==> src/rtl/fw_ip_cfg_chain.sv <==
// Configuration-chain engine: software fills a word buffer, execute shifts it into the
// DUT chain on a divided clock, captures the chain output and then pulses fw_config_load.
module fw_ip_cfg_chain #(
   parameter int CHAIN_BITS = 768,
   parameter int CLK_DIV    = 4,
   parameter int RST_CYCLES = 16
) (
   input  logic        fw_clk,
   input  logic        fw_rst,
   input  logic        fw_dev_id_enable,
   input  logic        fw_op_code_w_reset,
   input  logic        fw_op_code_w_cfg_array_0,
   input  logic        fw_op_code_r_cfg_array_0,
   input  logic        fw_op_code_w_status_clear,
   input  logic        fw_op_code_w_execute,
   input  logic        fw_op_code_r_data_array_0,
   input  logic [23:0] sw_write24_0,
   output logic [31:0] fw_read_data32,
   output logic [31:0] fw_read_status32,
   output logic        fw_config_clk,
   output logic        fw_config_in,
   output logic        fw_config_load,
   output logic        fw_reset_not,
   input  logic        fw_config_out
);
   localparam int NWORDS  = (CHAIN_BITS + 23) / 24;
   localparam int PW      = (NWORDS > 1) ? $clog2(NWORDS) : 1;
   localparam int CNT_MAX = (2 * CLK_DIV > RST_CYCLES) ? 2 * CLK_DIV : RST_CYCLES;
   localparam int CW      = $clog2(CNT_MAX + 1);

   typedef enum logic [1:0] {IDLE = 2'd0, SHIFT = 2'd1, LOAD = 2'd2, DUTRST = 2'd3} state_t;

   state_t          state, state_nxt;
   logic [23:0]     wbuf [NWORDS];
   logic [23:0]     rbuf [NWORDS];
   logic [PW-1:0]   wr_ptr, rd_ptr, word_idx, word_nxt;
   logic [4:0]      bit_idx, bit_nxt;
   logic [12:0]     bit_cnt;
   logic [CW-1:0]   cnt;
   logic            busy, done, err;
   logic            op_rst, op_clr, op_exec, op_wr, op_rcfg, op_rdat;
   logic            div_end, load_end, rst_end, last_bit, capture;

   // NOTE: every always_comb output gets a default first so no path can infer a latch.
   always_comb begin
      op_rst  = 1'b0;
      op_clr  = 1'b0;
      op_exec = 1'b0;
      op_wr   = 1'b0;
      op_rcfg = 1'b0;
      op_rdat = 1'b0;
      if (fw_dev_id_enable) begin
         if (fw_op_code_w_reset)               op_rst  = 1'b1;
         else if (fw_op_code_w_status_clear)   op_clr  = 1'b1;
         else if (fw_op_code_w_execute)        op_exec = 1'b1;
         else if (fw_op_code_w_cfg_array_0)    op_wr   = 1'b1;
         else if (fw_op_code_r_cfg_array_0)    op_rcfg = 1'b1;
         else if (fw_op_code_r_data_array_0)   op_rdat = 1'b1;
      end
   end

   assign div_end  = (cnt == CW'(CLK_DIV - 1));
   assign load_end = (cnt == CW'(2 * CLK_DIV - 1));
   assign rst_end  = (cnt == CW'(RST_CYCLES - 1));
   assign last_bit = (bit_cnt == 13'(CHAIN_BITS - 1));
   assign word_nxt = word_idx + PW'(1);
   assign bit_nxt  = bit_idx + 5'd1;
   assign capture  = (state == SHIFT) && div_end && !fw_config_clk && !op_rst;

   always_comb begin
      state_nxt = state;
      case (state)
         IDLE:    if (op_exec) state_nxt = SHIFT;
         SHIFT:   if (div_end && fw_config_clk && last_bit) state_nxt = LOAD;
         LOAD:    if (load_end) state_nxt = IDLE;
         DUTRST:  if (rst_end) state_nxt = IDLE;
         default: state_nxt = IDLE;
      endcase
      if (op_rst) state_nxt = DUTRST;
   end

   // NOTE: both buffers are reset so never-shifted upper bits read back as zero; this
   // keeps them in flops rather than a RAM macro.
   always_ff @(posedge fw_clk or posedge fw_rst) begin
      if (fw_rst) begin
         for (int i = 0; i < NWORDS; i++) begin
            wbuf[i] <= '0;
            rbuf[i] <= '0;
         end
      end else begin
         if (op_wr && state == IDLE) wbuf[wr_ptr] <= sw_write24_0;
         if (capture) rbuf[word_idx][bit_idx] <= fw_config_out;
      end
   end

   // NOTE: sequential state uses non-blocking assignments so every register samples
   // pre-edge values and later statements in this block override earlier ones.
   always_ff @(posedge fw_clk or posedge fw_rst) begin
      if (fw_rst) begin
         state            <= IDLE;
         busy             <= 1'b0;
         done             <= 1'b0;
         err              <= 1'b0;
         wr_ptr           <= '0;
         rd_ptr           <= '0;
         word_idx         <= '0;
         bit_idx          <= '0;
         bit_cnt          <= '0;
         cnt              <= '0;
         fw_config_clk    <= 1'b0;
         fw_config_in     <= 1'b0;
         fw_config_load   <= 1'b1;
         fw_reset_not     <= 1'b1;
         fw_read_data32   <= '0;
         fw_read_status32 <= '0;
      end else begin
         state            <= state_nxt;
         fw_read_status32 <= {8'h0, 8'(rd_ptr), 8'(wr_ptr), 3'b0, state, err, done, busy};

         if (op_rst) begin
            busy           <= 1'b0;
            cnt            <= '0;
            fw_config_clk  <= 1'b0;
            fw_config_load <= 1'b1;
            fw_reset_not   <= 1'b0;
         end else begin
            case (state)
               IDLE: if (op_exec) begin
                  busy          <= 1'b1;
                  done          <= 1'b0;
                  bit_cnt       <= '0;
                  word_idx      <= '0;
                  bit_idx       <= '0;
                  cnt           <= '0;
                  fw_config_clk <= 1'b0;
                  fw_config_in  <= wbuf[0][0];
               end
               SHIFT: if (!div_end) begin
                  cnt <= cnt + CW'(1);
               end else begin
                  cnt <= '0;
                  if (!fw_config_clk) begin
                     fw_config_clk <= 1'b1;
                  end else begin
                     fw_config_clk <= 1'b0;
                     if (last_bit) begin
                        fw_config_load <= 1'b0;
                     end else begin
                        bit_cnt <= bit_cnt + 13'd1;
                        if (bit_idx == 5'd23) begin
                           bit_idx      <= '0;
                           word_idx     <= word_nxt;
                           fw_config_in <= wbuf[word_nxt][0];
                        end else begin
                           bit_idx      <= bit_nxt;
                           fw_config_in <= wbuf[word_idx][bit_nxt];
                        end
                     end
                  end
               end
               LOAD: if (load_end) begin
                  fw_config_load <= 1'b1;
                  busy           <= 1'b0;
                  done           <= 1'b1;
                  wr_ptr         <= '0;
                  rd_ptr         <= '0;
               end else begin
                  cnt <= cnt + CW'(1);
               end
               DUTRST: if (rst_end) fw_reset_not <= 1'b1;
                       else cnt <= cnt + CW'(1);
               default: ;
            endcase

            if (op_clr) begin
               done <= 1'b0;
               err  <= 1'b0;
               if (state == IDLE) begin
                  wr_ptr <= '0;
                  rd_ptr <= '0;
               end
            end
            if (op_exec && state != IDLE) err <= 1'b1;
            if (op_wr) begin
               if (state == IDLE) wr_ptr <= (wr_ptr == PW'(NWORDS - 1)) ? '0 : wr_ptr + PW'(1);
               else err <= 1'b1;
            end
            if (op_rcfg || op_rdat) begin
               fw_read_data32 <= {8'h0, op_rcfg ? wbuf[rd_ptr] : rbuf[rd_ptr]};
               rd_ptr         <= (rd_ptr == PW'(NWORDS - 1)) ? '0 : rd_ptr + PW'(1);
            end
         end
      end
   end
endmodule

==> config.mk <==
export PLATFORM = sky130hd
export DESIGN_NAME = fw_ip_cfg_chain
export DESIGN_NICKNAME = d
export VERILOG_FILES = /design/src/rtl/fw_ip_cfg_chain.sv
export SDC_FILE = /design/constraint.sdc
export NUM_CORES = 2
export LEC_CHECK = 0
export CORE_ASPECT_RATIO = 2
export CORE_MARGIN = 2
export CORE_UTILIZATION = 65
export CTS_BUF_LIST = sky130_fd_sc_hd__clkbuf_4
export CTS_CLUSTER_DIAMETER = 200
export CTS_CLUSTER_SIZE = 40
export DETAILED_ROUTE_END_ITERATION = 8
export PLACE_DENSITY_LB_ADDON = 0.3
export SYNTH_ARGS = -nofsm -noshare
export SYNTH_HDL_FRONTEND = slang
export SYNTH_SLANG_ARGS = --single-unit
==> constraint.sdc <==
create_clock -name fw_clk -period 84.7 [get_ports fw_clk]
set_input_delay 21.175 -clock fw_clk [delete_from_list [all_inputs] [get_ports fw_clk]]
set_output_delay 21.175 -clock fw_clk [all_outputs]
set_load 0.01 [all_outputs]
==> summary.md <==
| Metric | Value |
|---|---|
| Die height | `511 um` |
| Mux share of post-synthesis cell area | `0.293` |
| Largest family of logic cells by synthesized area | `multiplexers` |
| Crit path kind | `in -> async` |
| Register area share after synthesis | `0.486` |
| CP dominant cell by count | `buf_4` |
| Rel. slew slack | `0.139` |
| Leakage | `0.0409 uW` |
| Largest area contributor in the netlist | `dfrtp_1` |
| Port bufs | `76` |
| Share of cells above drive strength 1 | `0.268` |
| Detail Placement HPWL | `178,000 um` |
| Worst vdd ir | `0.0000217 V` |
| Via count | `63,700` |
| Ys async rst share | `1.00` |
| Final GP Congestion | `0.935` |
| RSZ-0062 raised after global routing | `false` |
| Synth Warn # | `0` |
| Clk slew on worst S/H paths | `0.38 ns` |
| Unique cell type count in the Yosys netlist | `74` |
| Boundary Pins | `102` |
| Post-Synth Adder-Cell Area | `0.00270` |
| DR vias/cell | `7.59` |
| CTS Sinks | `1,622` |
| Worst EP required | `85.98 ns` |
| Area of the die | `132,000 um^2` |
| CP max stage delay | `0.93 ns` |
| Outcome | `finished clean` |
| GR Util All Layers | `0.449` |
| Minimum clock period | `25.63 ns` |
| Commonest non-fill, non-tap cell in the layout | `dfrtp_1` |
| Post-Synthesis Cells | `7,071` |
| Synth Area in Compound Gates | `0.0640` |
| Initial Util | `0.653` |
| Largest net degree at the start of global routing | `252` |
| Top_reg_cell synth | `dfrtp_1` |
| Initial antenna violation count | `28` |
| CP arrival | `26.91 ns` |
| Worst path cell trace | `clkdlybuf4s50_1, inv_8, buf_4, buf_12, buf_12, buf_4, buf_4` |
| Most frequent cells in the layout | `dfrtp_1, nand2_1, nand3_1` |
| Setup violators final | `0` |
| CTS Hold Buffers Added | `0` |
| Post-synth EDFFs | `0` |
| CP max stage cell | `buf_4` |
| Worst Skew | `0.0993 ns` |
| Multi-input logic area | `40,000 um^2` |
| Synth area leaders | `dfrtp_1, mux4_2, mux2_2, nand3_1, o21ai_0` |
| Crit path max fanout | `189` |
| Clk buf depth | `3` |
| Synthesis-to-layout area growth | `2.51%` |
| Synth top area share | `0.485` |
| DRC Markers | `0` |
| Die X-Extent | `258 um` |
| Number of global-route vias before repair | `63,600` |
| Fin Setup TNS | `0 ns` |
| Worst Setup Start Kind | `input port` |
| Seq cells post-synth | `1,622` |
| Slew Viols, Final | `0` |
| Placed Area | `85,100 um^2` |
| WL final | `293,000 um` |
| First-pass GRT wire length | `427,000 um` |
| CTS tree | `done` |
| 1st-iter DRT viols | `9,990` |
| Mapped Area | `83,500 um^2` |
| CP Capture Type | `async pin` |
| Post-CTS sizing | `0` |
| Remaining global-route overflow | `0` |
| PwrDens | `14.5 nW/um^2` |
| Post-Synth Simple-Gate Area | `0.114` |
| Final Net Count | `6,721` |
| Worst hold path class | `reg -> reg` |
| Worst-skew pair later-pin latency | `1.24 ns` |
| Routed len/inst | `34.9 um` |
| Syn avg cell area | `11.8 um^2` |
| Least-Margin Pin Slew | `1.29 ns` |
| CTS Buf Count | `46` |
| Root Buffer Master | `clkbuf_4` |
| Synth Area in XOR/XNOR | `0.00199` |
| Buffer count from post-CTS setup fixing | `0` |
| MaxCap Viol Count | `0` |
| Number of nets still failing antenna checks after routing | `0` |
| Final Hold Viols | `0` |
| Post-route clock period utilization | `0.303` |
| Cell area after layout | `85,600 um^2` |
| # rows | `186` |
| Flip-flop and latch area | `40,600 um^2` |
| # H-tree levels | `2` |
| Max Freq | `0.0390 GHz` |
| DRT Pass-1 Iters | `8` |
| Core area | `128,000 um^2` |
| Fillers | `9,468` |
-- cells in the mapped netlist, types with 4 or more instances --
cell type / count
buf_1: 20
o32ai_1: 5
and3_1: 30
mux4_2: 633
buf_6: 6
nor2_1: 75
a21oi_1: 26
nor4_1: 9
xor2_1: 13
mux2_2: 775
o21ai_1: 68
buf_4: 56
nand2b_1: 15
nor2b_1: 15
o22ai_1: 45
a22oi_1: 31
nand3_1: 820
buf_2: 112
a22o_1: 6
nor3b_1: 6
clkbuf_1: 546
nand4_1: 18
ha_1: 18
o221ai_1: 6
nor3_1: 34
a211oi_1: 10
nor2_2: 32
nand2_1: 997
xnor2_1: 6
dfrtp_1: 1620
a31oi_1: 5
a221oi_1: 5
mux2i_1: 148
and2_0: 4
inv_1: 14
and2_1: 17
o21ai_0: 751
o2111ai_1: 4
o31ai_1: 4
nand4bb_1: 4
or4_1: 4
-- kinds of logic (layout without fill, tap and decap cells) --
logic type      after synthesis  in the layout
xor+xnor                     19             19
simple gates               2105           2105
flops                      1622           1622
buf+inv                     756            341
compound gates              994            994
fa+ha+maj                    18             18
mux                        1556           1556
other cells                   1             44
-- metal layers --
metal	wire length, um	global-route usage	vias to the layer above
met5	82	0	-
met4	35900	0.427	14
met3	34700	0.137	1780
met2	134000	0.674	4938
met1	88500	0.510	32100
li1	-	-	24900
-- path summary, 6_finish.rpt --
| kind | endpoint | slack, ns | from | cells after the start |
|---|---|---|---|---|
| setup / recovery | rbuf[662]$_DFFE_PP0P_ | 59.07 | fw_rst | 7 |
| hold / removal | fw_read_status32[0]$_DFF_PP0_ | 0.43 | busy$_DFFE_PP0P_ | 0 |
| setup reg to reg | fw_read_data32[6]$_DFFE_PP0P_ | 78.72 | rd_ptr[0]$_DFFE_PP0N_ | 8 |
| hold reg to reg | fw_read_status32[0]$_DFF_PP0_ | 0.43 | busy$_DFFE_PP0P_ | 0 |
| max in group fw_clk | fw_config_in | 61.10 | fw_config_in$_DFFE_PP0P_ | 1 |
| min in group asynchronous | rbuf[528]$_DFFE_PP0P_ | 20.51 | fw_rst | 2 |
-- flip-flops by register name, summed over array words and instances (netlist names) --
signal	count
word_idx	5
fw_read_status32	15
fw_read_data32	24
cnt	5
bit_cnt	13
rd_ptr	5
rbuf	768
busy	1
fw_config_clk	1
state	2
done	1
fw_reset_not	1
err	1
wbuf	768
fw_config_load	1
wr_ptr	5
fw_config_in	1
bit_idx	5
-- power breakdown --
part / leakage, uW / internal [uW] / total [uW] / switching (uW)
combinational: 0.0180 / 65.6 / 185 / 120
sequential: 0.0226 / 782 / 797 / 15.4
clock: 0.000277 / 31.2 / 257 / 226
-- through the flow --
step            util  cells  worst slack [ns]  total power [uW]  hold WS (ns)
2_1_floorplan      -   7095             17.76               942         0.352
3_3_place_gp   0.665   8312             57.79               990         0.360
3_5_place_dp   0.665   8312             57.64               991         0.370
4_1_cts        0.669   8371             58.99              1240         0.432
5_1_grt        0.669   8379             58.30              1270         0.451
6_report       0.669   8391             59.07              1240         0.430
-- cell type report --
type                            count  share of cell area
Tap cell                         1692              0.0247
Sequential cell                  1622               0.474
Clock buffer                       58             0.00508
Antenna cell                       19            0.000555
Clock inverter                      1            0.000234
Timing Repair Buffer              266              0.0269
Multi-Input combinational cell   4717               0.467
Inverter                           16            0.000789
-- critical path: cells and delay by family --
family	cells	cell delay [ns]
buffers and inverters	7	5.03
(Power assumes the default switching activity.)
